### config.mk
export PLATFORM = sky130hd
export DESIGN_NAME = matrix_loader
export DESIGN_NICKNAME = d
export VERILOG_FILES = /design/src/rtl/matrix_loader.sv
export SDC_FILE = /design/constraint.sdc
export NUM_CORES = 1
export LEC_CHECK = 0
export BUFFER_PORTS_ARGS = -buffer_cell sky130_fd_sc_hd__buf_2
export CORE_MARGIN = 2
export CORE_UTILIZATION = 36
export DETAILED_ROUTE_END_ITERATION = 8
export GPL_TIMING_DRIVEN = 0
export PLACE_DENSITY_LB_ADDON = 0.25
export SYNTH_ARGS = -nofsm -noshare
export SYNTH_HDL_FRONTEND = slang
export SYNTH_SLANG_ARGS = --single-unit
### constraint.sdc
create_clock -name vsi_clk -period 14.5 [get_ports vsi_clk]
set_input_delay 2.9 -clock vsi_clk [delete_from_list [all_inputs] [get_ports vsi_clk]]
set_output_delay 2.9 -clock vsi_clk [all_outputs]
set_load 0.1 [all_outputs]
### src/rtl/matrix_loader.sv
// matrix_loader: streams a strided matrix from external memory into a set of
// SRAM banks. Rows are requested in order on a valid/ready channel, returned
// in order with no backpressure, and written to a bank chosen by the
// interleaved (row mod banks) or blocked (row div depth) mapping.
//
// Request handshake: vsi_raddr_valid rises only when a request may be issued;
// once high, vsi_raddr_valid and vsi_raddr hold until the cycle in which
// vsi_raddr_ready is also high, and that cycle transfers exactly one request.
module matrix_loader #(
  parameter int DATA_W     = 128,
  parameter int ADDR_W     = 32,
  parameter int NUM_BANKS  = 4,
  parameter int BANK_DEPTH = 128,
  parameter int MAX_OUT    = 4,
  localparam int CNT_W     = $clog2(NUM_BANKS * BANK_DEPTH) + 1,
  localparam int BA_W      = $clog2(BANK_DEPTH)
) (
  input  logic                 vsi_clk,
  input  logic                 vsi_rst,
  input  logic                 vsi_start,
  input  logic                 vsi_mode,
  input  logic [ADDR_W-1:0]    vsi_base,
  input  logic [ADDR_W-1:0]    vsi_stride,
  input  logic [CNT_W-1:0]     vsi_rows,
  output logic                 vsi_busy,
  output logic                 vsi_done,
  output logic                 vsi_err,
  output logic [ADDR_W-1:0]    vsi_raddr,
  output logic                 vsi_raddr_valid,
  input  logic                 vsi_raddr_ready,
  input  logic [DATA_W-1:0]    vsi_rdata,
  input  logic                 vsi_rdata_valid,
  output logic [NUM_BANKS-1:0] vsi_bank_wen,
  output logic [BA_W-1:0]      vsi_bank_waddr,
  output logic [DATA_W-1:0]    vsi_bank_wdata,
  output logic [1:0]           dbg_state
);

  localparam int NB_SH = $clog2(NUM_BANKS);
  localparam int OUT_W = $clog2(MAX_OUT + 1);
  localparam logic [CNT_W-1:0] TOTAL_ROWS = CNT_W'(NUM_BANKS * BANK_DEPTH);
  localparam logic [OUT_W-1:0] OUT_LIMIT  = OUT_W'(MAX_OUT);

  typedef enum logic [1:0] {
    S_IDLE  = 2'd0,
    S_ISSUE = 2'd1,
    S_DRAIN = 2'd2,
    S_DONE  = 2'd3
  } state_t;

  state_t                state_q, state_d;
  logic                  mode_q, mode_d;
  logic [ADDR_W-1:0]     stride_q, stride_d;
  logic [CNT_W-1:0]      rows_q, rows_d;
  logic [CNT_W-1:0]      issued_q, issued_d;
  logic [CNT_W-1:0]      ret_q, ret_d;
  logic [OUT_W-1:0]      out_q, out_d;
  logic [ADDR_W-1:0]     addr_q, addr_d;
  logic                  err_q, err_d;
  logic [NUM_BANKS-1:0]  wen_q, wen_d;
  logic [BA_W-1:0]       waddr_q, waddr_d;
  logic [DATA_W-1:0]     wdata_q, wdata_d;

  logic                  busy;
  logic                  req_valid;
  logic                  issue;
  logic                  accept;
  logic                  spurious;
  logic [CNT_W-1:0]      bank_idx;
  logic [CNT_W-1:0]      row_addr;
  logic [NUM_BANKS-1:0]  wen_map;

  assign busy            = (state_q == S_ISSUE) || (state_q == S_DRAIN);
  assign req_valid       = (state_q == S_ISSUE) && (issued_q < rows_q) && (out_q < OUT_LIMIT);
  assign issue           = req_valid && vsi_raddr_ready;
  // A return only counts against a request that is actually outstanding.
  assign accept          = vsi_rdata_valid && busy && (out_q != '0);
  assign spurious        = vsi_rdata_valid && busy && (out_q == '0);

  assign vsi_busy        = busy;
  assign vsi_done        = (state_q == S_DONE);
  assign vsi_err         = err_q;
  assign vsi_raddr       = addr_q;
  assign vsi_raddr_valid = req_valid;
  assign vsi_bank_wen    = wen_q;
  assign vsi_bank_waddr  = waddr_q;
  assign vsi_bank_wdata  = wdata_q;
  assign dbg_state       = state_q;

  // Map the index of the next return to a bank and a row inside that bank.
  always_comb begin
    bank_idx = '0;
    row_addr = '0;
    if (mode_q) begin
      bank_idx = ret_q >> BA_W;
      row_addr = ret_q & CNT_W'(BANK_DEPTH - 1);
    end else begin
      bank_idx = ret_q & CNT_W'(NUM_BANKS - 1);
      row_addr = ret_q >> NB_SH;
    end
    wen_map = NUM_BANKS'(1) << bank_idx;
  end

  // Next-state, counter and write-stage logic.
  always_comb begin
    state_d  = state_q;
    mode_d   = mode_q;
    stride_d = stride_q;
    rows_d   = rows_q;
    issued_d = issued_q;
    ret_d    = ret_q;
    out_d    = out_q;
    addr_d   = addr_q;
    err_d    = err_q;
    wen_d    = '0;
    waddr_d  = waddr_q;
    wdata_d  = wdata_q;

    // The address accumulates the stride so no multiplier is needed;
    // it wraps naturally at 2^ADDR_W.
    if (issue) begin
      issued_d = issued_q + 1'b1;
      addr_d   = addr_q + stride_q;
    end

    case ({issue, accept})
      2'b10:   out_d = out_q + 1'b1;
      2'b01:   out_d = out_q - 1'b1;
      default: out_d = out_q;
    endcase

    if (accept) begin
      ret_d   = ret_q + 1'b1;
      wen_d   = wen_map;
      waddr_d = BA_W'(row_addr);
      wdata_d = vsi_rdata;
    end

    if (spurious) begin
      err_d = 1'b1;
    end

    case (state_q)
      S_IDLE: begin
        if (vsi_start) begin
          mode_d   = vsi_mode;
          stride_d = vsi_stride;
          rows_d   = vsi_rows;
          addr_d   = vsi_base;
          issued_d = '0;
          ret_d    = '0;
          out_d    = '0;
          err_d    = 1'b0;
          if (vsi_rows == '0) begin
            state_d = S_DONE;
          end else if (vsi_rows > TOTAL_ROWS) begin
            err_d   = 1'b1;
            state_d = S_DONE;
          end else begin
            state_d = S_ISSUE;
          end
        end
      end
      S_ISSUE: begin
        if (issue && (issued_d == rows_q)) begin
          state_d = S_DRAIN;
        end
      end
      S_DRAIN: begin
        // The final write is on the bank port this cycle; finish next cycle.
        if ((wen_q != '0) && (ret_q == rows_q)) begin
          state_d = S_DONE;
        end
      end
      S_DONE: begin
        state_d = S_IDLE;
      end
      default: begin
        state_d = S_IDLE;
      end
    endcase
  end

  // State and datapath registers with asynchronous reset.
  always_ff @(posedge vsi_clk or posedge vsi_rst) begin
    if (vsi_rst) begin
      state_q  <= S_IDLE;
      mode_q   <= 1'b0;
      stride_q <= '0;
      rows_q   <= '0;
      issued_q <= '0;
      ret_q    <= '0;
      out_q    <= '0;
      addr_q   <= '0;
      err_q    <= 1'b0;
      wen_q    <= '0;
      waddr_q  <= '0;
      wdata_q  <= '0;
    end else begin
      state_q  <= state_d;
      mode_q   <= mode_d;
      stride_q <= stride_d;
      rows_q   <= rows_d;
      issued_q <= issued_d;
      ret_q    <= ret_d;
      out_q    <= out_d;
      addr_q   <= addr_d;
      err_q    <= err_d;
      wen_q    <= wen_d;
      waddr_q  <= waddr_d;
      wdata_q  <= wdata_d;
    end
  end

endmodule

==> impl_metrics.py <==
metrics = {
    "floorplanning": {
        "die_area_um2": 33900,
        "die_x_um": 184,
        "io_pins": 385,
        "dieHeight_um": 184,
        "rows": 65,
        "start_util": 0.368,
        "core_area_um2": 31700,
    },
    "global_routing": {
        "grt_usage": 0.210,
        "grt_remaining_overflow": 0,
        "grt_start_max_net_pins": 121,
        "grt_pass1_vias": 10400,
        "antenna_found_initial": 8,
        "grt_pass1_wl_um": 56100,
    },
    "critical_path": {
        "crit_buf_inv": 3,
        "reg2regPathDepth": 14,
        "end_kind": "output pin",
        "cp_slowest_cell": "dfrtp_1",
        "r2r-end": "out_q[2]",
        "cp_top_family": "buffers and inverters",
        "max_stage_delay_ps": 420,
        "r2r_start": "rows_q[6]",
        "worstPathCellList": "inv_1 > ha_1 > inv_1 > nor3_1 > o2111ai_1 > a21oi_2 > or2_2 > buf_2",
        "worstSetupPathDepth": 8,
        "critPathKind": "reg2out",
        "crit_fanout": 4,
        "start_kind": "register",
        "crit_required_ps": 11600,
        "critPathArrivalTime_ps": 2500,
        "crit_path_frequent_cell": "inv_1",
        "r2r_slack_ps": 10650,
    },
    "timing": {
        "tns_ps": 0,
        "setup_viol": 0,
        "whs_ps": 466,
        "max-slew-margin-rel": 0.416,
        "rsz0062_at_grt": "no",
        "period_share": 0.372,
        "worst_slew_pin_slew_ps": 876,
        "hold_viol": 0,
        "fmax_mhz": 185,
        "skew_ps": 17.4,
        "slew_viol_final": 0,
        "period_minus_slack_ps": 5400,
    },
    "place": {
        "dp_hpwl_um": 27400,
        "finalWeightedCongestion": 0.856,
        "port_buffers": 384,
    },
    "yosys": {
        "syn-num-nets": 1594,
        "async_reset_ff_frac": 1.00,
        "syn_area_per_cell_um2": 8.73,
        "synth_area_um2": 11700,
        "yosys_warnings": 0,
        "synth_flop_cell": "dfrtp_1",
        "yosys_register_bits": 240,
        "synth_edf_count": 0,
        "netlist_instances": 1336,
        "synth_cell_types": 61,
        "seq_area_frac_synth": 0.515,
    },
    "clock_network": {
        "cts_hold_buf": 0,
        "root_buffer": "clkbuf_16",
        "clk-insertion-delay-late_ps": 560,
        "path_clk_slew_ps": 60,
        "cts.sinks": 240,
        "cts_buffers": 27,
        "cts_tree": "done",
        "ctsResizeCount": 0,
        "htree_levels": 1,
        "cts_setup_buffers": 0,
        "clockBufferDepth": 3,
    },
    "cells_and_area": {
        "multi_input_area_um2": 5350,
        "final-seq-area_um2": 6010,
        "area_delta_synth_final_pct": 29.7,
        "layout_common_cells": "558 x nand2_1, 384 x buf_2, 240 x dfrtp_1",
        "layout_commonest_cell": "nand2_1",
        "drive_above_1_share": 0.252,
        "fill_cells": 3135,
        "nets": 2009,
    },
    "outcome": {
        "run_status": "complete, no violations",
    },
    "detailed_routing": {
        "finalWirelength_um": 36300,
        "drt_iter0_markers": 610,
        "ant_nets": 0,
        "viasPerCell": 4.87,
        "drc": 0,
        "dr.pass1.iters": 6,
        "wl_per_cell_um": 16.6,
        "via_count": 10600,
    },
    "worst_hold_path": {
        "min_to": "vsi_bank_wdata[0]",
        "holdPathStages": 2,
        "hp-start": "vsi_bank_wdata[0]",
        "hp-class": "reg2reg",
    },
    "pwr": {
        "power.leakage_nw": 8.78,
        "peakVddDrop_mv": 0.0736,
        "p_per_area_nw_per_um2": 95.9,
        "report.power.total_mw": 1.45,
    },
    "flow_run": {
        "cap_violations": 0,
    },
}
==> cells by family (layout without fill, tap and decap cells) <==
| kind of cell | Yosys count | in the layout | share of synthesized area |
|---|---|---|---|
| flops | 240 | 240 | 0.515 |
| buf+inv | 84 | 519 | 0.0270 |
| other cells | 0 | 6 | 0 |
| fa+ha+maj | 50 | 50 | 0.0549 |
| compound gates | 183 | 183 | 0.0956 |
| mux | 16 | 16 | 0.0138 |
| xor+xnor | 62 | 62 | 0.0501 |
| simple gates | 701 | 701 | 0.244 |
==> synth_stat cells, drive strengths merged, types with 2 or more instances <==
master / instances / area share
nand2: 558 / 0.18
dfrtp: 240 / 0.51
o21ai: 64 / 0.027
clkbuf: 58 / 0.019
a21oi: 55 / 0.024
nor2: 54 / 0.017
ha: 48 / 0.051
xnor2: 33 / 0.025
xor2: 26 / 0.020
a21o: 24 / 0.015
inv: 22 / 0.0071
mux2i: 15 / 0.013
and3: 14 / 0.0075
nand3: 14 / 0.0060
nand4: 11 / 0.0059
nor3: 11 / 0.0057
a31oi: 10 / 0.0059
or3: 10 / 0.0054
and2: 7 / 0.0040
o21a: 6 / 0.0045
a211oi: 5 / 0.0036
nand2b: 5 / 0.0027
nor4: 5 / 0.0027
or2: 5 / 0.0027
buf: 4 / 0.0013
xnor3: 3 / 0.0058
a31o: 2 / 0.0015
fa: 2 / 0.0034
nor2b: 2 / 0.0011
o22ai: 2 / 0.0011
o31ai: 2 / 0.0013
==> area by class of cell <==
| class | instances | share of cell area |
|---|---|---|
| clock buffers | 38 | 0.0520 |
| clock inverters | 11 | 0.0112 |
| multi-input cells | 1012 | 0.353 |
| inverters | 22 | 0.00596 |
| repair buffers | 386 | 0.131 |
| plain buffers | 62 | 0.0154 |
| diodes | 6 | 0.000993 |
| well taps | 402 | 0.0333 |
| flip-flops and latches | 240 | 0.397 |
==> worst max path at each step <==
stage | to | slack (ps) | startpoint
6_report | vsi_raddr_valid | 9100 | dbg_state[1]
5_1_grt | vsi_raddr_valid | 8950 | dbg_state[1]
4_1_cts | vsi_raddr_valid | 9060 | rows_q[6]
3_5_place_dp | out_q[2] | 8820 | vsi_rdata_valid
3_3_place_gp | vsi_bank_wdata[123] | 1980 | vsi_rst
2_1_floorplan | dbg_state[0] | 5010 | vsi_rst
==> layer usage <==
layer,global-route usage,wire [um],up-vias
li1,-,-,5197
met1,0.264,15200,5030
met2,0.351,17300,320
met3,0.0555,2790,61
met4,0.0672,990,4
met5,0,27,-
==> stage by stage <==
step | setup slack [ps] | utilization | instance area [um^2] | instances
final | 9100 | 0.477 | 15100 | 2179
after global routing | 8950 | 0.477 | 15100 | 2177
after CTS | 9060 | 0.476 | 15100 | 2173
after detailed placement | 8820 | 0.446 | 14200 | 2124
after global placement | 1980 | 0.444 | 14100 | 2122
after floorplan | 5010 | - | 11700 | 1336
==> state kept, by name, summed over array words and instances, names as in the netlist, 3 cells and up <==
name            flops
vsi_bank_waddr      7
ret_q              10
vsi_raddr          32
stride_q           32
issued_q           10
out_q               3
vsi_bank_wen        4
rows_q             10
vsi_bank_wdata    128
==> worst min-delay path, stage by stage, from the launching register on <==
cell	delay, ps
dfrtp_1	330
nand2_1	50
nand2_1	50
==> power breakdown <==
| group | switching (mW) | total (mW) | leakage [nW] | internal, mW |
|---|---|---|---|---|
| combinational | 0.0236 | 0.0453 | 5.01 | 0.0217 |
| sequential | 0.00000000000000000721 | 0.670 | 3.29 | 0.670 |
| clock | 0.286 | 0.735 | 0.478 | 0.449 |
Power figures use the tool's default switching activity.
